**src/rtl/pipeline_ctrl.sv**
```systemverilog
// Pipeline control: stage write enables, bubble selects, hazard/flush/wait-state resolution,
// debug halt/single-step, memory-timeout lockup and saturating stall/flush event counters.
module pipeline_ctrl #(
  parameter int MAX_WAIT = 15,
  parameter int CNT_W    = 32
) (
  input  logic             clk,
  input  logic             reset_n,
  input  logic             imem_ack,
  input  logic             dmem_ack,
  input  logic             em_mem_read,
  input  logic             em_mem_write,
  input  logic             em_branch_taken,
  input  logic             de_mem_read,
  input  logic [4:0]       de_dst_reg,
  input  logic [4:0]       fd_rs,
  input  logic [4:0]       fd_rt,
  input  logic             halt_req,
  input  logic             step_req,
  output logic             imem_req,
  output logic             dmem_req,
  output logic             pc_wren,
  output logic             fd_wren,
  output logic             de_wren,
  output logic             em_wren,
  output logic             mw_wren,
  output logic             fd_bubble,
  output logic             de_bubble,
  output logic             em_bubble,
  output logic             halted,
  output logic             bus_error,
  output logic [CNT_W-1:0] stall_cnt,
  output logic [CNT_W-1:0] flush_cnt
);

  localparam int WW = $clog2(MAX_WAIT + 1);
  localparam logic [WW-1:0] WAIT_LAST = WW'(MAX_WAIT - 1);

  typedef enum logic [1:0] {RUN, HALT, STEP, ERR} state_t;

  state_t           state_q, state_d;
  logic [WW-1:0]    wait_cnt_q, wait_cnt_d;
  logic [CNT_W-1:0] stall_cnt_q, stall_cnt_d;
  logic [CNT_W-1:0] flush_cnt_q, flush_cnt_d;

  logic active, mem_op, dstall, flush, luse, istall, mstall;

  assign active = reset_n && (state_q == RUN || state_q == STEP);
  assign mem_op = em_mem_read | em_mem_write;
  assign dstall = mem_op & ~dmem_ack;
  assign flush  = em_branch_taken;
  assign luse   = de_mem_read && (de_dst_reg != 5'd0) &&
                  (de_dst_reg == fd_rs || de_dst_reg == fd_rt);
  assign istall = ~imem_ack;
  // A pending fetch is dropped by a flush and irrelevant under a load-use hold.
  assign mstall = dstall | (istall & ~flush & ~luse);

  always_comb begin
    imem_req    = 1'b0;
    dmem_req    = 1'b0;
    pc_wren     = 1'b0;
    fd_wren     = 1'b0;
    de_wren     = 1'b0;
    em_wren     = 1'b0;
    mw_wren     = 1'b0;
    fd_bubble   = 1'b0;
    de_bubble   = 1'b0;
    em_bubble   = 1'b0;
    state_d     = state_q;
    wait_cnt_d  = '0;
    stall_cnt_d = stall_cnt_q;
    flush_cnt_d = flush_cnt_q;

    if (active) begin
      imem_req = 1'b1;
      dmem_req = mem_op;
      if (dstall) begin
        pc_wren = 1'b0;
      end else if (flush) begin
        {pc_wren, fd_wren, de_wren, em_wren, mw_wren} = 5'b11111;
        {fd_bubble, de_bubble, em_bubble}             = 3'b111;
      end else if (luse) begin
        {de_wren, em_wren, mw_wren} = 3'b111;
        de_bubble                   = 1'b1;
      end else if (istall) begin
        {fd_wren, de_wren, em_wren, mw_wren} = 4'b1111;
        fd_bubble                            = 1'b1;
      end else begin
        {pc_wren, fd_wren, de_wren, em_wren, mw_wren} = 5'b11111;
      end

      if (mstall) wait_cnt_d = wait_cnt_q + WW'(1);
      if ((dstall || (!flush && (luse || istall))) && stall_cnt_q != '1)
        stall_cnt_d = stall_cnt_q + 1'b1;
      if (flush && !dstall && flush_cnt_q != '1)
        flush_cnt_d = flush_cnt_q + 1'b1;
    end

    case (state_q)
      RUN:  if (halt_req) state_d = HALT;
      HALT: if (step_req) state_d = STEP;
            else if (!halt_req) state_d = RUN;
      STEP: if (!dstall) state_d = HALT;
      ERR:  state_d = ERR;
    endcase
    if (active && mstall && wait_cnt_q == WAIT_LAST) state_d = ERR;
  end

  always_ff @(posedge clk) begin
    if (!reset_n) begin
      state_q     <= RUN;
      wait_cnt_q  <= '0;
      stall_cnt_q <= '0;
      flush_cnt_q <= '0;
    end else begin
      state_q     <= state_d;
      wait_cnt_q  <= wait_cnt_d;
      stall_cnt_q <= stall_cnt_d;
      flush_cnt_q <= flush_cnt_d;
    end
  end

  assign halted    = (state_q == HALT);
  assign bus_error = (state_q == ERR);
  assign stall_cnt = stall_cnt_q;
  assign flush_cnt = flush_cnt_q;

endmodule
```
**config.mk**
```make
export PLATFORM = sky130hd
export DESIGN_NAME = pipeline_ctrl
export DESIGN_NICKNAME = d
export VERILOG_FILES = /design/src/rtl/pipeline_ctrl.sv
export SDC_FILE = /design/constraint.sdc
export NUM_CORES = 1
export LEC_CHECK = 0
export BUFFER_PORTS_ARGS = -buffer_cell sky130_fd_sc_hd__buf_4
export CAP_MARGIN = 15
export CORE_MARGIN = 5
export CORE_UTILIZATION = 35
export DETAILED_ROUTE_END_ITERATION = 8
export MAX_ROUTING_LAYER = met4
export SETUP_SLACK_MARGIN = 0.1
export SLEW_MARGIN = 10
export SYNTH_ARGS = -nofsm -noshare
export SYNTH_HDL_FRONTEND = slang
export SYNTH_SLANG_ARGS = --single-unit
```
**constraint.sdc**
```tcl
create_clock -name clk -period 6.1 [get_ports clk]
set_input_delay 1.22 -clock clk [delete_from_list [all_inputs] [get_ports clk]]
set_output_delay 1.22 -clock clk [all_outputs]
set_load 0.01 [all_outputs]
```
==> results of run 1 <==
## cell type report
type / instances / area, µm² / area share, %
clock inverter: 6 / 40.0 / 0.844
timing repair buffer: 102 / 766 / 16.1
clock buffer: 9 / 124 / 2.61
multi-input combinational: 347 / 2200 / 46.3
inverter: 12 / 45.0 / 0.950
tap: 136 / 170 / 3.59
sequential: 70 / 1400 / 29.6
## registers in the layout, summed over array words and instances (netlist names)
name / count
state_q: 2
stall_cnt: 32
wait_cnt_q: 4
flush_cnt: 32
## power breakdown
group          leakage (nW)  internal (mW)  switching, mW
Clock                0.0848          0.144          0.179
Combinational          1.16         0.0399         0.0585
Sequential            0.565          0.462        0.00705
Total                  1.81          0.646          0.245
## layer usage
metal	GRT usage (%)	wire length [µm]
met1	20.0	4720
met2	25.0	4670
met3	3.77	575
met4	4.81	97
met5	-	0
## metrics by stage
step           setup WS [ns]  power [mW]
2_1_floorplan           2.47       0.538
3_3_place_gp            2.21       0.577
3_5_place_dp            2.16       0.579
4_1_cts                 2.16       0.904
5_1_grt                 2.05       0.933
6_report                2.19       0.891
## cell families after synthesis
| group | Yosys count |
|---|---|
| flip-flops | 70 |
| AND/OR/NAND/NOR | 217 |
| XOR/XNOR | 37 |
| AO/OA/AOI/OAI | 80 |
| buffers and inverters | 31 |
| adder cells (fa/ha/maj) | 4 |
| multiplexers | 9 |
## final timing paths
kind,to,depth (start not counted),start
worst max-delay path,pc_wren,8,de_dst_reg[0]
worst min-delay path,wait_cnt_q[0],1,wait_cnt_q[0]
worst min register to register,wait_cnt_q[0],1,wait_cnt_q[0]
worst max register to register,stall_cnt[25],7,stall_cnt[0]
## worst max-delay path, stage by stage
cell and delay, ns:
sky130_fd_sc_hd__buf_4 0.13, sky130_fd_sc_hd__xor2_1 0.17, sky130_fd_sc_hd__nor3_1 0.19, sky130_fd_sc_hd__a22oi_1 0.16, sky130_fd_sc_hd__or2_2 0.31, sky130_fd_sc_hd__o21ai_0 0.28
sky130_fd_sc_hd__nor2_1 0.09, sky130_fd_sc_hd__buf_4 0.15
## layout by cell type (no fill, tap or decap), drive strengths merged, types with 2 or more instances in the layout
cell type / count
buf: 102
nand2: 30
a31oi: 3
nor3: 12
or4b: 2
xnor2: 16
o311ai: 6
and2: 4
a21oi: 19
clkbuf: 9
o21a: 3
nor4: 6
nand3: 26
nand2b: 14
nor2b: 2
clkinv: 6
o21ai: 15
ha: 4
or4: 8
o31a: 2
nor2: 51
o31ai: 18
o211ai: 5
or3: 10
nor3b: 2
mux2i: 9
inv: 11
and3: 13
and4: 11
nand3b: 2
nand4: 22
or2: 2
dfxtp: 70
xor2: 21
==> Flow_metrics.wiki, run 1 <==
{| class="wikitable"
! Metric !! Value
|-
| Run status || finished clean
|-
| Vertical extent of the die || 113 µm
|-
| Final GP Congestion || 0.799
|-
| Largest buffer count on any clock path || 2
|-
| # hold bufs at CTS || 0
|-
| All-layer global routing usage || 15.8%
|-
| Post-Synthesis Mean Instance Area || 8.35 µm²
|-
| Top cell type by total area after synthesis || sky130_fd_sc_hd__dfxtp_1
|-
| Worst-margin pin slew || 0.847 ns
|-
| Nature of the critical path endpoint || output pin
|-
| Clock latency on the worst-skew pair || 0.34 ns
|-
| Standard cell core area || 10400 µm²
|-
| Die Area || 12900 µm²
|-
| Top cells by area, synth || sky130_fd_sc_hd__dfxtp_1 37%, sky130_fd_sc_hd__nor2_1 5.1%, sky130_fd_sc_hd__xor2_1 4.9%
|-
| Gate count of the mapped netlist || 448
|-
| Area grow syn2layout || 26.7%
|-
| Clock net sink count || 70
|-
| Count of placed standard cells including taps || 667
|-
| Top cells by instance count after synthesis || 70 x sky130_fd_sc_hd__dfxtp_1, 51 x sky130_fd_sc_hd__nor2_1, 30 x sky130_fd_sc_hd__nand2_1
|-
| First-pass iteration count of the detailed router || 5
|-
| Combinational family with the most area after synthesis || simple AND/OR/NAND/NOR gates
|-
| Top-count cell post-synth || sky130_fd_sc_hd__dfxtp_1
|-
| Syn Nets || 477
|-
| Total Nets Final || 571
|-
| Count of flip-flops with a built-in enable after synthesis || 0
|-
| Final antenna diode count || 0
|-
| Clock-pin slew on the worst setup and hold paths || 0.07 ns
|-
| Final setup viols || 0
|-
| Start-to-end type of the worst setup path || primary input to output pin
|-
| Static leakage || 1.81 nW
|-
| Min-delay worst type || flip-flop to flip-flop
|-
| Gr ovfl total || 0
|-
| Library cell used as clock root buffer || sky130_fd_sc_hd__clkbuf_8
|-
| Basic-gate share of the synthesized area counting and, or, nand and nor cells || 31.6%
|-
| Final count of pins violating max slew || 0
|-
| Number of antenna violations at the first check in global routing || 0
|-
| Worst max-slew margin expressed relative to the limit || 43.2%
|-
| Residual DRC || 0
|-
| Final sum of negative setup slack || 0 ns
|-
| Number of setup buffers added after CTS || 0
|-
| Post-route minimum period || 3.91 ns
|-
| Clock tree from TritonCTS || done
|-
| Sum of net half-perimeters after detailed placement || 7280 µm
|-
| Vias in the first global route || 3426
|-
| Number of distinct standard cells referenced by the synthesized netlist || 53
|-
| Die span in x || 113 µm
|-
| Area of the mapped netlist || 3740 µm²
|-
| Proportion of synthesized flip-flops having asynchronous set or reset || 0%
|-
| Final period util || 64.2%
|-
| Worst-case hold slack || 0.478 ns
|-
| Non-filler instance count after layout || 682
|-
| Setup clock skew after layout || 0.0142 ns
|-
| Unrepaired setup endpoints after global routing || no
|-
| Effective utilization at floorplan || 36.1%
|-
| IR Drop Worst-Case VDD || 0.0763 mV
|-
| Wire length of the first global-routing pass || 16400 µm
|-
| CTS H-Tree Depth || 3
|-
| Wirelength, routed || 10100 µm
|-
| Final ANT Viol Nets || 0
|-
| Main synth FF type || sky130_fd_sc_hd__dfxtp_1
|-
| Post-route cell area || 4740 µm²
|-
| Share of synthesized cell area in full adder, half adder and majority cells || 1.34%
|-
| Reg2Reg Setup Slack || 3.36 ns
|-
| Pin count of the biggest net entering global routing || 50
|-
| Critical path peak fanout || 5
|-
| Clock buffers created by TritonCTS || 9
|-
| Iteration-0 DRC count of the detailed router || 202
|-
| Max-cap check violation count || 0
|-
| Share of post-route cells with drive strength above 1 || 23.3%
|-
| Max Clock Freq || 0.255 GHz
|-
| Portion of synthesized cell area occupied by the leading cell type || 37.4%
|-
| Port Buffer Count || 100
|-
| Synth Area in Compound Gates || 14.6%
|-
| Number of rows created at floorplan || 37
|-
| Post-cts repair resize count || 0
|-
| Power per unit of standard cell area || 188 nW/µm²
|-
| Post-DR vias/cell || 5.34
|-
| Routed length per placed instance || 14.8 µm
|-
| Total of fill cells in the finished design || 1042
|-
| Required time reported for the critical path endpoint || 4.88 ns
|-
| Util after Layout || 45.7%
|-
| Post-Synth XOR/XNOR Area || 8.66%
|-
| Post-synthesis register bit count || 70
|-
| Number of hold-slack violations in the final timing report || 0
|-
| Number of top-level pins || 101
|-
| Startpoint kind of the worst setup timing path || primary input
|-
| Arrival time at the worst endpoint || 2.69 ns
|-
| Number of warnings printed during yosys synthesis || 0
|-
| Count of vias placed by the detailed router || 3644
|-
| Multiplexer share of the synthesized area || 2.41%
|-
| Portion of the post-synthesis area used by sequential elements || 37.4%
|-
| Placed instance area || 4580 µm²
|}
No activity file was read; power rests on OpenSTA's default activity.
==> inputs of run 2 (changes only) <==
clock period = 3.4 ns   (was 6.1 ns; I/O delays follow)
==> run 2 against run 1 <==
Largest power group unchanged. Critical endpoint unchanged. Count of clock-buffer cells in the layout unchanged. Sequential share of layout area is 0.63 points lower. Design area is 2.2% higher. Die area is the same. Critical path type unchanged. Global-route usage grew 0.42 points. Non-clock buffer count up 3. Cell count increased by 0.59%.
==> Flow_metrics.wiki, run 2 (same netlist as run 1, synthesis figures left out) <==
{| class="wikitable"
! Metric !! Value
|-
| Run status || finished clean
|-
| Setup clock skew after layout || 0.00996 ns
|-
| Number of antenna violations at the first check in global routing || 0
|-
| Routed length per placed instance || 14.7 µm
|-
| Post-route minimum period || 2.85 ns
|-
| Overall power || 1.85 mW
|-
| Static leakage || 1.87 nW
|-
| Number of hold-slack violations in the final timing report || 0
|-
| Reg2Reg Setup Slack || 0.92 ns
|-
| Final ANT Viol Nets || 0
|-
| Clock tree from TritonCTS || done
|-
| Max-cap check violation count || 0
|-
| Share of post-route cells with drive strength above 1 || 23.8%
|-
| RR Startpoint || stall_cnt[0]
|-
| Nature of the critical path endpoint || output pin
|-
| R2r worst-path depth || 8
|-
| Worst-case hold slack || 0.480 ns
|-
| Final antenna diode count || 0
|-
| Crit-path max cell delay || 0.32 ns
|-
| Post-cts repair resize count || 0
|-
| Number of rows created at floorplan || 37
|-
| Number of top-level pins || 101
|-
| Pin count of the biggest net entering global routing || 50
|-
| Die Area || 12900 µm²
|-
| # hold bufs at CTS || 0
|-
| IR Drop Worst-Case VDD || 0.190 mV
|-
| Total of fill cells in the finished design || 1043
|-
| Hold Crit Start || wait_cnt_q[0]
|-
| Power per unit of standard cell area || 382 nW/µm²
|-
| Startpoint kind of the worst setup timing path || primary input
|-
| Cell seen most often among critical-path stages || sky130_fd_sc_hd__buf_4
|-
| Most used cells in the layout excluding fill and tap cells || 105 x sky130_fd_sc_hd__buf_4, 70 x sky130_fd_sc_hd__dfxtp_1, 51 x sky130_fd_sc_hd__nor2_1
|-
| All-layer global routing usage || 16.2%
|-
| Iteration-0 DRC count of the detailed router || 209
|-
| Max Clock Freq || 0.351 GHz
|-
| Die span in x || 113 µm
|-
| Clock latency on the worst-skew pair || 0.35 ns
|-
| Count of placed standard cells including taps || 670
|-
| Effective utilization at floorplan || 36.1%
|-
| Wirelength, routed || 10100 µm
|-
| Critical path cell sequence || buf_4 > xor2_1 > nor3_1 > a22oi_1 > or2_2 > o21ai_0 > nor2_1 > buf_4
|-
| Unrepaired setup endpoints after global routing || no
|-
| Critical path's slowest cell || sky130_fd_sc_hd__or2_2
|-
| Critical path peak fanout || 5
|-
| Final setup viols || 0
|-
| Cell count of the worst hold path || 1
|-
| Final period util || 83.8%
|-
| Worst max-slew margin expressed relative to the limit || 46.8%
|-
| Vias in the first global route || 3396
|-
| Final Worst Setup Slack || 0.552 ns
|-
| Worst setup path startpoint || de_dst_reg[3]
|-
| Residual DRC || 0
|-
| Final count of pins violating max slew || 0
|-
| Area grow syn2layout || 29.5%
|-
| Count of vias placed by the detailed router || 3657
|-
| Standard cell core area || 10400 µm²
|-
| Critical path buffers and inverters || 2
|-
| Final GP Congestion || 0.798
|-
| Worst-margin pin slew || 0.799 ns
|-
| Clock net sink count || 70
|-
| Util after Layout || 46.7%
|-
| CTS H-Tree Depth || 3
|-
| Vertical extent of the die || 113 µm
|-
| Arrival time at the worst endpoint || 2.17 ns
|-
| Min-delay worst type || flip-flop to flip-flop
|-
| Required time reported for the critical path endpoint || 2.72 ns
|-
| Post-DR vias/cell || 5.33
|-
| Non-filler instance count after layout || 686
|-
| Clock buffers created by TritonCTS || 9
|-
| Start-to-end type of the worst setup path || primary input to output pin
|-
| Wire length of the first global-routing pass || 16800 µm
|-
| Largest buffer count on any clock path || 2
|-
| Total Nets Final || 574
|-
| Post-route cell area || 4850 µm²
|-
| Sum of net half-perimeters after detailed placement || 7300 µm
|-
| Pre-CTS setup slack || 0.542 ns
|-
| Most common library cell in the layout ignoring fill and taps || sky130_fd_sc_hd__buf_4
|-
| Gr ovfl total || 0
|-
| Library cell used as clock root buffer || sky130_fd_sc_hd__clkbuf_8
|-
| Gate family responsible for the most delay along the worst path || simple AND/OR/NAND/NOR gates
|-
| Terminus of the critical flop-to-flop path || stall_cnt[25]
|-
| Number of setup buffers added after CTS || 0
|-
| Placed instance area || 4600 µm²
|-
| Clock-pin slew on the worst setup and hold paths || 0.07 ns
|-
| First-pass iteration count of the detailed router || 4
|-
| Final sum of negative setup slack || 0 ns
|-
| Endpoint, Worst Hold || wait_cnt_q[0]
|-
| Port Buffer Count || 100
|}
## run 2: changes by cell type in the layout (fill, tap and decap cells not counted), sizes merged
cell      before  now
clkinv         6    4
inv           11   12
bufinv         0    3
clkinvlp       1    0
buf          102  105
## run 2: final cells by class
class / count / area [µm²] / share of cell area (%)
clock buffers: 9 / 124 / 2.56
clock inverters: 7 / 121 / 2.50
inverters: 12 / 45.0 / 0.930
multi-input cells: 347 / 2200 / 45.3
flip-flops and latches: 70 / 1400 / 28.9
well taps: 136 / 170 / 3.51
repair buffers: 105 / 788 / 16.3
## run 2: worst max path at each step
stage                end  cells past startpoint  slack [ns]
5_1_grt          pc_wren                      8        0.44
4_1_cts          pc_wren                      8        0.54
6_report         pc_wren                      8        0.55
2_1_floorplan  fd_bubble                      5        0.85
3_5_place_dp     pc_wren                      8        0.54
3_3_place_gp     pc_wren                      8        0.61
## run 2: power by group
group / switching, mW / internal (mW)
Clock: 0.339 / 0.491
Sequential: 0.0126 / 0.828
Combinational: 0.107 / 0.0739
Total: 0.459 / 1.39
## run 2: layer usage
metal  part of all wire [%]  GRT usage [%]  vias up
li1                       -              -     1834
met1                     48           22.0     1738
met2                     46           23.9       81
met3                    5.6           4.24        4
met4                   0.59           4.33        0
met5                      0              -        -
==> inputs of run 3 (changes only) <==
ABC_AREA = 1   (was default)
clock period = 2.8 ns   (was 3.4 ns; I/O delays follow)
==> run 3 against run 2 <==
Non-clock buffer count up 2. Via count grew 32%. Sequential share of layout area fell by 4.6 points. Hold slack worse by 0.011 ns. Critical path depth fell by 2. First-iteration DRC count grew 100%. Cell count up 47%. Register-to-register slack lost 0.19 ns. Count of clock-buffer cells in the layout up 5. Flip-flop and latch count did not move. Utilization is 1.3 points lower. Wire length increased by 32%. Largest power group is now the clock network. Highest routed layer unchanged.
==> Flow_metrics.wiki, run 3 <==
{| class="wikitable"
! Metric !! Value
|-
| Worst-margin pin slew || 0.552 ns
|-
| Clock net sink count || 70
|-
| Unrepaired setup endpoints after global routing || no
|-
| Routed length per placed instance || 13.2 µm
|-
| Setup clock skew after layout || 0.00508 ns
|-
| Power per unit of standard cell area || 426 nW/µm²
|-
| Terminus of the critical flop-to-flop path || flush_cnt[20]
|-
| Global-route met2 utilization || 29.1%
|-
| Wirelength, routed || 13300 µm
|-
| Proportion of synthesized flip-flops having asynchronous set or reset || 0%
|-
| Gate count of the mapped netlist || 733
|-
| Count of placed standard cells including taps || 990
|-
| Final GP Congestion || 0.941
|-
| Met1 Usage GRT || 23.9%
|-
| Clock buffers created by TritonCTS || 9
|-
| Clock tree from TritonCTS || done
|-
| Worst max-slew margin expressed relative to the limit || 63.1%
|-
| Top cells by area, synth || sky130_fd_sc_hd__dfxtp_1 31%, sky130_fd_sc_hd__nand2_1 19%, sky130_fd_sc_hd__nor2_1 7.7%
|-
| Critical path's slowest cell || sky130_fd_sc_hd__nor2_1
|-
| Number of setup buffers added after CTS || 0
|-
| Final setup viols || 0
|-
| Post-synthesis register bit count || 70
|-
| Nature of the critical path endpoint || output pin
|-
| Arrival time at the worst endpoint || 1.65 ns
|-
| Startpoint kind of the worst setup timing path || flip-flop
|-
| Required time reported for the critical path endpoint || 2.24 ns
|-
| Number of top-level pins || 101
|-
| # hold bufs at CTS || 0
|-
| Share of post-route cells with drive strength above 1 || 17.5%
|-
| Die span in x || 124 µm
|-
| Portion of synthesized cell area occupied by the leading cell type || 30.8%
|-
| Vertical extent of the die || 124 µm
|-
| Syn Nets || 762
|-
| GR Layer Usage met3 || 3.50%
|-
| Number of rows created at floorplan || 41
|-
| First-pass iteration count of the detailed router || 5
|-
| Sum of net half-perimeters after detailed placement || 10100 µm
|-
| Number of hold-slack violations in the final timing report || 0
|-
| Hold Crit Start || wait_cnt_q[0]
|-
| Final period util || 78.9%
|-
| Gate family responsible for the most delay along the worst path || simple AND/OR/NAND/NOR gates
|-
| Area of the mapped netlist || 4550 µm²
|-
| RR Startpoint || flush_cnt[0]
|-
| All-layer global routing usage || 18.6%
|-
| Number of distinct standard cells referenced by the synthesized netlist || 31
|-
| CTS H-Tree Depth || 3
|-
| Non-filler instance count after layout || 1006
|-
| R2r worst-path depth || 11
|-
| Total Nets Final || 858
|-
| Count of vias placed by the detailed router || 4832
|-
| Post-Synthesis Mean Instance Area || 6.21 µm²
|-
| Min-delay worst type || flip-flop to flip-flop
|-
| Iteration-0 DRC count of the detailed router || 427
|-
| Reg2Reg Setup Slack || 0.73 ns
|-
| Static leakage || 2.35 nW
|-
| Clock latency on the worst-skew pair || 0.34 ns
|-
| Standard cell core area || 12700 µm²
|-
| Critical path buffers and inverters || 2
|-
| Wire length of the first global-routing pass || 22200 µm
|-
| Post-route minimum period || 2.21 ns
|-
| Start-to-end type of the worst setup path || flip-flop to output pin
|-
| Final Worst Setup Slack || 0.590 ns
|-
| Most Crowded Layer GR || met2
|-
| Port Buffer Count || 100
|-
| Library cell used as clock root buffer || sky130_fd_sc_hd__clkbuf_16
|-
| Number of antenna violations at the first check in global routing || 0
|-
| Number of warnings printed during yosys synthesis || 0
|-
| IR Drop Worst-Case VDD || 0.351 mV
|-
| Cell count of the worst hold path || 1
|-
| Final ANT Viol Nets || 0
|-
| Top cells by instance count after synthesis || 229 x sky130_fd_sc_hd__nand2_1, 93 x sky130_fd_sc_hd__nor2_1, 70 x sky130_fd_sc_hd__dfxtp_1
|-
| Residual DRC || 0
|-
| Area grow syn2layout || 26.6%
|-
| Most common library cell in the layout ignoring fill and taps || sky130_fd_sc_hd__nand2_1
|-
| Main synth FF type || sky130_fd_sc_hd__dfxtp_1
|-
| Overall power || 2.46 mW
|-
| Final count of pins violating max slew || 0
|-
| Post-DR vias/cell || 4.80
|-
| Final antenna diode count || 0
|-
| Clock-pin slew on the worst setup and hold paths || 0.06 ns
|-
| Critical path cell sequence || nor2_2 > inv_1 > nor2_1 > nand2_1 > a21oi_1 > buf_4
|-
| Largest buffer count on any clock path || 2
|-
| Endpoint, Worst Hold || wait_cnt_q[0]
|-
| Final sum of negative setup slack || 0 ns
|-
| Count of flip-flops with a built-in enable after synthesis || 0
|-
| Die Area || 15400 µm²
|-
| Pin count of the biggest net entering global routing || 52
|-
| Pre-CTS setup slack || 0.577 ns
|-
| Most used cells in the layout excluding fill and tap cells || 229 x sky130_fd_sc_hd__nand2_1, 107 x sky130_fd_sc_hd__buf_4, 93 x sky130_fd_sc_hd__nor2_1
|-
| Vias in the first global route || 4657
|-
| Run status || finished clean
|-
| Top cell type by total area after synthesis || sky130_fd_sc_hd__dfxtp_1
|-
| Post-cts repair resize count || 0
|-
| Portion of the post-synthesis area used by sequential elements || 30.8%
|-
| Effective utilization at floorplan || 35.9%
|-
| Max Clock Freq || 0.452 GHz
|-
| Critical path peak fanout || 5
|-
| Max-cap check violation count || 0
|-
| Gr ovfl total || 0
|-
| Crit-path max cell delay || 0.36 ns
|-
| Top-count cell post-synth || sky130_fd_sc_hd__nand2_1
|}
-- run 3: worst max path at each step --
stage	start	cells past startpoint	to
detailed placement	reset_n	8	fd_bubble
global placement	reset_n	8	fd_bubble
global route	state_q[0]	6	fd_bubble
CTS	state_q[0]	6	fd_bubble
finish	state_q[0]	6	fd_bubble
floorplan	reset_n	6	fd_bubble
-- run 3: cells by family (layout without fill, tap and decap cells) --
| logic type | count (synthesis) | in the layout | share of synthesized area (%) |
|---|---|---|---|
| AND/OR/NAND/NOR | 440 | 440 | 41.7 |
| buffers and inverters | 96 | 197 | 8.94 |
| AO/OA/AOI/OAI | 76 | 76 | 8.41 |
| flip-flops | 70 | 70 | 30.8 |
| XOR/XNOR | 47 | 47 | 9.05 |
| adder cells (fa/ha/maj) | 4 | 4 | 1.10 |
-- run 3: metrics by stage --
stage | hold slack [ns] | util, % | cell area [µm²]
global placement | 0.447 | 42.9 | 5440
global route | 0.498 | 45.5 | 5760
floorplan | 0.430 | - | 4550
finish | 0.469 | 45.5 | 5760
CTS | 0.474 | 45.5 | 5760
detailed placement | 0.461 | 42.9 | 5440
-- run 3: layout make-up --
class,count,area [µm²]
clock buffers,14,284
clock inverters,2,37.5
fillers,1368,6910
inverters,74,278
multi-input cells,567,2740
flip-flops and latches,70,1400
well taps,172,215
repair buffers,107,803
-- run 3: power breakdown --
group          switching [mW]  total, mW  internal (mW)
combinational           0.144      0.228         0.0839
sequential             0.0119       1.02           1.01
clock                   0.423       1.21          0.787
-- run 3: layer usage --
layer  vias to the layer above  routed length [µm]
met5                         -                   0
met4                         0                 280
met3                        20                 739
met2                       129                6140
met1                      2166                6150
li1                       2517                   -
